`config.mk`:
```
export PLATFORM = sky130hd
export DESIGN_NAME = noc_packet_sink
export DESIGN_NICKNAME = d
export VERILOG_FILES = /design/src/rtl/noc_packet_sink_pkg.sv /design/src/rtl/noc_packet_sink_rr_arbiter.sv /design/src/rtl/noc_packet_sink.sv
export SDC_FILE = /design/constraint.sdc
export NUM_CORES = 1
export LEC_CHECK = 0
export CORE_MARGIN = 2
export CORE_UTILIZATION = 45
export DETAILED_ROUTE_END_ITERATION = 12
export PLACE_DENSITY = 0.68
export SLEW_MARGIN = 20
export SYNTH_ARGS = -nofsm -noshare
export SYNTH_HDL_FRONTEND = slang
export SYNTH_HIERARCHICAL = 1
export SYNTH_SLANG_ARGS = --single-unit
```
`constraint.sdc`:
```
create_clock -name noc_clk -period 4.96 [get_ports noc_clk]
set_clock_uncertainty 0.1 [all_clocks]
set_input_delay 0.992 -clock noc_clk [delete_from_list [all_inputs] [get_ports noc_clk]]
set_output_delay 0.992 -clock noc_clk [all_outputs]
set_load 0.05 [all_outputs]
```
`src/rtl/noc_packet_sink_pkg.sv`:
```
// Shared NoC sink definitions: flit layout, packet record, reassembly state.
// Headers carry {src_x, src_y, dst_x, dst_y} below the head marker; tails carry a marker in the low byte.
package Noc_parameters;

  localparam int Noc_ID_X_Width   = 4;
  localparam int Noc_ID_Y_Width   = 4;
  localparam int Noc_VC_Channel   = 4;
  localparam int Noc_VC_Width     = $clog2(Noc_VC_Channel);
  localparam int Noc_Data_Width   = 32;
  localparam int Noc_Flit_Width   = Noc_Data_Width + 2;
  localparam int Noc_Point_H      = 24;
  localparam int Noc_Source_Point = 8;
  localparam int Axi_Len_Point    = 8;
  localparam int Noc_Point_E      = 4;

  localparam logic [Noc_Data_Width-Noc_Point_H-1:0] Noc_Head_H = 8'hA0;
  localparam logic [Axi_Len_Point-Noc_Point_E-1:0]  Noc_Tail_E = 4'h0;

  typedef enum logic {
    ST_IDLE = 1'b0,
    ST_BODY = 1'b1
  } sink_state_e;

  typedef struct packed {
    logic [Noc_ID_X_Width-1:0] src_x;
    logic [Noc_ID_Y_Width-1:0] src_y;
    logic [Noc_ID_X_Width-1:0] dst_x;
    logic [Noc_ID_Y_Width-1:0] dst_y;
  } hdr_id_t;

  typedef struct packed {
    logic [Noc_ID_X_Width-1:0] src_x;
    logic [Noc_ID_Y_Width-1:0] src_y;
    logic [Noc_VC_Width-1:0]   vc;
    logic [7:0]                len;
    logic [Noc_Data_Width-1:0] xsum;
    logic                      dest_err;
  } pkt_rec_t;

  function automatic logic [Noc_VC_Width-1:0] onehot_to_idx(input logic [Noc_VC_Channel-1:0] oh);
    logic [Noc_VC_Width-1:0] idx;
    idx = '0;
    for (int i = 0; i < Noc_VC_Channel; i++) begin
      idx = idx | (oh[i] ? Noc_VC_Width'(i) : {Noc_VC_Width{1'b0}});
    end
    return idx;
  endfunction

endpackage

```
`src/rtl/noc_packet_sink_rr_arbiter.sv`:
```
// Round-robin arbiter: one-hot grant starting at the pointer; the pointer steps past the
// granted requester only on the advance strobe. N must be a power of two.
module noc_rr_arbiter #(
  parameter int N = 4
) (
  input  logic         noc_clk,
  input  logic         noc_rst_n,
  input  logic [N-1:0] req,
  input  logic         adv,
  output logic [N-1:0] grant
);

  localparam int IW = (N > 1) ? $clog2(N) : 1;

  logic [IW-1:0] ptr_r;
  logic [IW-1:0] gidx_s;
  logic [IW-1:0] idx_s;
  logic          found_s;
  logic          hit_s;

  // first requester at or after the pointer, index wrapping modulo N
  always_comb begin
    grant   = '0;
    gidx_s  = ptr_r;
    idx_s   = ptr_r;
    found_s = 1'b0;
    hit_s   = 1'b0;
    for (int i = 0; i < N; i++) begin
      idx_s   = ptr_r + IW'(i);
      hit_s   = !found_s && req[idx_s];
      grant   = grant | (hit_s ? ({{(N-1){1'b0}}, 1'b1} << idx_s) : {N{1'b0}});
      gidx_s  = hit_s ? idx_s : gidx_s;
      found_s = found_s | hit_s;
    end
  end

  // pointer update
  always_ff @(posedge noc_clk or negedge noc_rst_n) begin
    if (!noc_rst_n) begin
      ptr_r <= '0;
    end else if (adv && found_s) begin
      ptr_r <= gidx_s + IW'(1);
    end
  end

endmodule

```
`src/rtl/noc_packet_sink.sv`:
```
// NoC ejection sink: per-VC packet reassembly into summary records, round-robin
// delivery of completed records and a saturating protocol-error counter.
module noc_packet_sink
  import Noc_parameters::*;
#(
  parameter logic [Noc_ID_X_Width-1:0] X_ID = '0,
  parameter logic [Noc_ID_Y_Width-1:0] Y_ID = '0
) (
  input  logic                                     noc_clk,
  input  logic                                     noc_rst_n,
  input  logic [Noc_VC_Channel-1:0]                in_valid,
  input  logic [Noc_VC_Channel*Noc_Flit_Width-1:0] in_flit,
  output logic [Noc_VC_Channel-1:0]                in_ready,
  output logic                                     pkt_valid,
  input  logic                                     pkt_ready,
  output logic [Noc_ID_X_Width-1:0]                pkt_src_x,
  output logic [Noc_ID_Y_Width-1:0]                pkt_src_y,
  output logic [Noc_VC_Width-1:0]                  pkt_vc,
  output logic [7:0]                               pkt_len,
  output logic [Noc_Data_Width-1:0]                pkt_xor,
  output logic                                     pkt_dest_err,
  output logic [15:0]                              err_count
);

  localparam int NV = Noc_VC_Channel;
  localparam int EW = Noc_VC_Width + 1;

  sink_state_e               state_r [NV];
  pkt_rec_t                  rec_r   [NV];
  logic [NV-1:0]             pend_r;
  logic                      out_valid_r;
  pkt_rec_t                  out_rec_r;
  logic [15:0]               err_count_r;

  logic [Noc_Data_Width-1:0] data_s [NV];
  hdr_id_t                   id_s   [NV];
  logic [NV-1:0]             hflag_s, tflag_s, hdr_s, tail_s, acc_s, err_s;
  logic [NV-1:0]             req_s, grant_s;
  logic [Noc_VC_Width-1:0]   gidx_s;
  logic                      hs_s, load_s;
  logic [EW-1:0]             err_inc_s;
  logic [16:0]               err_sum_s;

  // flit decode and per-VC acceptance / protocol-error detection
  always_comb begin
    hflag_s = '0;
    tflag_s = '0;
    hdr_s   = '0;
    tail_s  = '0;
    acc_s   = '0;
    err_s   = '0;
    for (int v = 0; v < NV; v++) begin
      data_s[v]  = in_flit[v*Noc_Flit_Width +: Noc_Data_Width];
      hflag_s[v] = in_flit[v*Noc_Flit_Width + Noc_Flit_Width - 1];
      tflag_s[v] = in_flit[v*Noc_Flit_Width + Noc_Flit_Width - 2];
      id_s[v]    = hdr_id_t'(data_s[v][Noc_Point_H-1:Noc_Source_Point]);
      hdr_s[v]   = hflag_s[v] && (data_s[v][Noc_Data_Width-1:Noc_Point_H] == Noc_Head_H);
      tail_s[v]  = tflag_s[v] && (data_s[v][Axi_Len_Point-1:Noc_Point_E] == Noc_Tail_E);
      acc_s[v]   = in_valid[v] && !pend_r[v];
      // error: non-header while idle, or header interrupting a body
      err_s[v]   = acc_s[v] && ((state_r[v] == ST_IDLE) ^ hdr_s[v]);
    end
  end

  // error increment and arbitration controls
  always_comb begin
    err_inc_s = '0;
    for (int v = 0; v < NV; v++) begin
      err_inc_s = err_inc_s + EW'(err_s[v]);
    end
    err_sum_s = {1'b0, err_count_r} + 17'(err_inc_s);
    hs_s      = out_valid_r && pkt_ready;
    load_s    = !out_valid_r && (pend_r != '0);
    // while a record is held, only its VC requests so the grant cannot move
    if (out_valid_r) begin
      req_s = {{(NV-1){1'b0}}, 1'b1} << out_rec_r.vc;
    end else begin
      req_s = pend_r;
    end
    gidx_s = onehot_to_idx(grant_s);
  end

  noc_rr_arbiter #(
    .N (NV)
  ) u_rr_arbiter (
    .noc_clk   (noc_clk),
    .noc_rst_n (noc_rst_n),
    .req       (req_s),
    .adv       (hs_s),
    .grant     (grant_s)
  );

  // per-VC reassembly FSMs and record-pending flags
  always_ff @(posedge noc_clk or negedge noc_rst_n) begin
    if (!noc_rst_n) begin
      pend_r <= '0;
      for (int v = 0; v < NV; v++) begin
        state_r[v] <= ST_IDLE;
        rec_r[v]   <= '0;
      end
    end else begin
      for (int v = 0; v < NV; v++) begin
        if (acc_s[v] && hdr_s[v]) begin
          rec_r[v].src_x    <= id_s[v].src_x;
          rec_r[v].src_y    <= id_s[v].src_y;
          rec_r[v].vc       <= Noc_VC_Width'(v);
          rec_r[v].len      <= 8'd0;
          rec_r[v].xsum     <= '0;
          rec_r[v].dest_err <= (id_s[v].dst_x != X_ID) || (id_s[v].dst_y != Y_ID);
          pend_r[v]         <= tflag_s[v];
          state_r[v]        <= tflag_s[v] ? ST_IDLE : ST_BODY;
        end else if (acc_s[v] && (state_r[v] == ST_BODY)) begin
          rec_r[v].len  <= (rec_r[v].len == 8'hFF) ? 8'hFF : rec_r[v].len + 8'd1;
          rec_r[v].xsum <= rec_r[v].xsum ^ data_s[v];
          if (tail_s[v]) begin
            pend_r[v]  <= 1'b1;
            state_r[v] <= ST_IDLE;
          end
        end else if (hs_s && (out_rec_r.vc == Noc_VC_Width'(v))) begin
          pend_r[v] <= 1'b0;
        end
      end
    end
  end

  // output record register and error counter
  always_ff @(posedge noc_clk or negedge noc_rst_n) begin
    if (!noc_rst_n) begin
      out_valid_r <= 1'b0;
      out_rec_r   <= '0;
      err_count_r <= 16'h0000;
    end else begin
      if (hs_s) begin
        out_valid_r <= 1'b0;
      end else if (load_s) begin
        out_valid_r <= 1'b1;
        out_rec_r   <= rec_r[gidx_s];
      end
      err_count_r <= err_sum_s[16] ? 16'hFFFF : err_sum_s[15:0];
    end
  end

  assign in_ready     = ~pend_r;
  assign pkt_valid    = out_valid_r;
  assign pkt_src_x    = out_rec_r.src_x;
  assign pkt_src_y    = out_rec_r.src_y;
  assign pkt_vc       = out_rec_r.vc;
  assign pkt_len      = out_rec_r.len;
  assign pkt_xor      = out_rec_r.xsum;
  assign pkt_dest_err = out_rec_r.dest_err;
  assign err_count    = err_count_r;

endmodule

```
==> summary.md <==
| Metric | Value |
|---|---|
| Vias/cell | `5.59` |
| Post-CTS resize count | `0` |
| Largest net degree at the start of global routing | `130` |
| Die X | `182 um` |
| PortBufs | `214` |
| Min cycle time layout | `4.38 ns` |
| Remaining DRCs | `0` |
| Post-route ant nets | `0` |
| Placed inst area | `0.0168 mm^2` |
| CTS tree | `done` |
| Worst path arrival time | `4.77 ns` |
| Synthesized area per cell | `9.56 um^2` |
| Syn_nets | `1652` |
| Sequential power share | `29.6%` |
| Worst Tran Pin Value | `1.18 ns` |
| Fraction of layout cells with a size suffix above 1 | `8.56%` |
| Gate Count Post-Synth | `1495` |
| Initial detailed-routing violation count | `779` |
| Total grt overflow | `0` |
| Via count of the routed design | `11800` |
| Slew margin rel. | `20.5%` |
| Data required, critical path | `5.35 ns` |
| Fin worst setup slack | `0.581 ns` |
| Final hold viol count | `0` |
| Multi-input logic area | `0.00686 mm^2` |
| Class of the most critical setup path | `flop to flop` |
| Avg WL per Cell | `19.3 um` |
| VDD IR max | `0.438 mV` |
| Layout fillers | `2731` |
| Final Power | `9010 uW` |
| Comb pwr share | `41.5%` |
| Die ar. | `0.0332 mm^2` |
| Synth warn | `6` |
| Post-DP HPWL | `27400 um` |
| Starting Density | `45.5%` |
| Critical path cell sequence | `nand3b_1, o21ai_0, mux4_2, or3_4, nor2_1, a221o_4, buf_4, a211oi_1, a311oi_1, a21o_1` |
| Max clock buf depth | `3` |
| Top Ports | `215` |
| Area Growth Syn to Fin | `26.1%` |
| NetSw | `3640 uW` |
| MaxCap Viol Count | `0` |
| Power Dens Cells | `500 mW/mm^2` |
| Cell area after layout | `0.0180 mm^2` |
| CP Max Fanout | `60` |
| Peak Freq | `228 MHz` |
| Power Internal | `5380 uW` |
| Clock transition at path regs | `0.06 ns` |
| CTS Hold Bufs | `0` |
| H-tree Lvls | `1` |
| RD Place Congestion | `0.929` |
| Vias in the first global route | `11900` |
| Critical-path top delay cell | `mux4_2` |
| Clock Power Share | `28.9%` |
| Worst setup SP type | `flop` |
| Slew Viols, Final | `0` |
| Global-route wire length before repair | `64600 um` |
| Clk Latency, worst-skew pair | `0.57 ns` |
| Static leakage | `0.00815 uW` |
| Reg-to-reg slack, setup | `0.58 ns` |
| Cell depth of the worst flop-to-flop path | `10` |
| Setup TNS Final | `0 ns` |
| Initial antenna violation count | `2` |
| Worst R2R End | `pkt_len[7]` |
| Nets | `1838` |
| GRT Total Usage | `24.4%` |
| Post-placement setup slack | `0.189 ns` |
| DRT Pass-1 Iters | `5` |
| HP Class | `input pin to async pin` |
| Final setup violation count | `0` |
| Largest delay contributor family on the critical path | `compound AO/OA/AOI/OAI gates` |
| Status | `complete, no violations` |
| Sw Ratio | `40.4%` |
| Crit. End Element | `flop` |
| Buf/Inv on CP | `1` |
| Row cnt | `65` |
| Mapped cell area | `0.0143 mm^2` |
| Critical Path Max Stage Delay | `0.69 ns` |
| CTS Root Cell | `clkbuf_16` |
| Aggregate routed wire length | `40800 um` |
| Final period util | `88.3%` |
| TritonCTS buffer count | `31` |
| Chip height | `182 um` |
| # clock sinks | `277` |
| Reg-to-Reg Start | `pkt_vc[0]` |
| FF/Latch Area | `0.00693 mm^2` |
| Postcts setup bufs | `0` |
| RSZ-0062 raised after global routing | `no` |
| Core box area | `0.0314 mm^2` |
==> routing by layer <==
metal	GRT usage, %	wire length [um]
met5	0	0
met4	5.90	945
met3	3.35	2160
met2	41.3	19400
met1	33.4	18300
==> stage by stage <==
stage,hold WS [ns],util (%),cells
floorplan,0.341,-,1495
global placement,0.354,53.6,2049
detailed placement,0.355,53.6,2049
CTS,0.370,57.3,2107
global route,0.307,57.4,2109
finish,0.272,57.4,2109
==> power by group through the flow <==
| stage | logic, uW | registers [uW] | clock network [uW] |
|---|---|---|---|
| after detailed placement | 3740 | 2700 | 0 |
| after global placement | 3690 | 2700 | 0 |
| final | 3740 | 2660 | 2610 |
| after floorplan | 1910 | 3210 | 0 |
| after global routing | 4000 | 2690 | 2740 |
| after CTS | 3750 | 2670 | 2640 |
==> worst max path at each step <==
| stage | startpoint | end | slack, ns | cells after the start |
|---|---|---|---|---|
| 2_1_floorplan | in_flit[24] | err_count[15] | 1.03 | 12 |
| 3_3_place_gp | in_flit[24] | err_count[15] | 0.25 | 13 |
| 3_5_place_dp | in_flit[92] | err_count[15] | 0.19 | 13 |
| 4_1_cts | pkt_vc[0] | pkt_len[7] | 0.66 | 10 |
| 5_1_grt | pkt_valid | pkt_len[7] | 0.35 | 12 |
| 6_report | pkt_vc[0] | pkt_len[7] | 0.58 | 10 |
==> cells in the final DEF (no fill, tap or decap), types with 4 or more instances in the layout <==
master,instances
dfrtp_1,277
nand2_1,271
clkdlybuf4s50_1,213
nor2_1,155
xor2_1,129
nor2b_1,57
o21ai_0,56
a311oi_1,49
a21o_1,49
a211oi_1,46
a21oi_1,35
mux2_2,34
clkbuf_16,31
inv_1,30
nand3_1,29
buf_4,23
nor4_1,16
xnor2_1,13
nor3_1,12
ha_1,11
mux2i_1,10
a31oi_1,9
o22ai_1,9
or2_2,8
clkbuf_8,8
o21a_1,7
bufinv_16,7
nand4_1,6
nand3b_1,6
o31ai_1,6
and4b_1,5
and2_1,5
a22o_1,5
a22oi_1,5
clkbuf_1,5
and3_1,4
and4_2,4
buf_12,4
mux4_2,4
==> worst register-to-register path: cells and delay by family (launching register included) <==
family          cells  cell delay (ns)
simple gates        3             0.84
mux                 1             0.69
buf+inv             1             0.57
compound gates      5             1.59
flops               1             0.54
==> sequential cells by signal, indices dropped and copies added, names as in the netlist <==
signal / count
rec_r: 199
u_rr_arbiter/ptr_r: 2
pkt_xor: 32
pkt_vc: 2
pkt_len: 8
pkt_dest_err: 1
pkt_src_y: 4
state_r: 4
err_count: 16
pkt_valid: 1
pend_r: 4
pkt_src_x: 4
==> layout make-up <==
class,count,area share (%)
flip-flops and latches,277,38.5
diodes,1,0.0139
repair buffers,242,13.5
clock inverters,14,1.49
well taps,402,2.79
clock buffers,44,5.02
inverters,30,0.625
multi-input cells,1099,38.1
(Power assumes the default switching activity.)
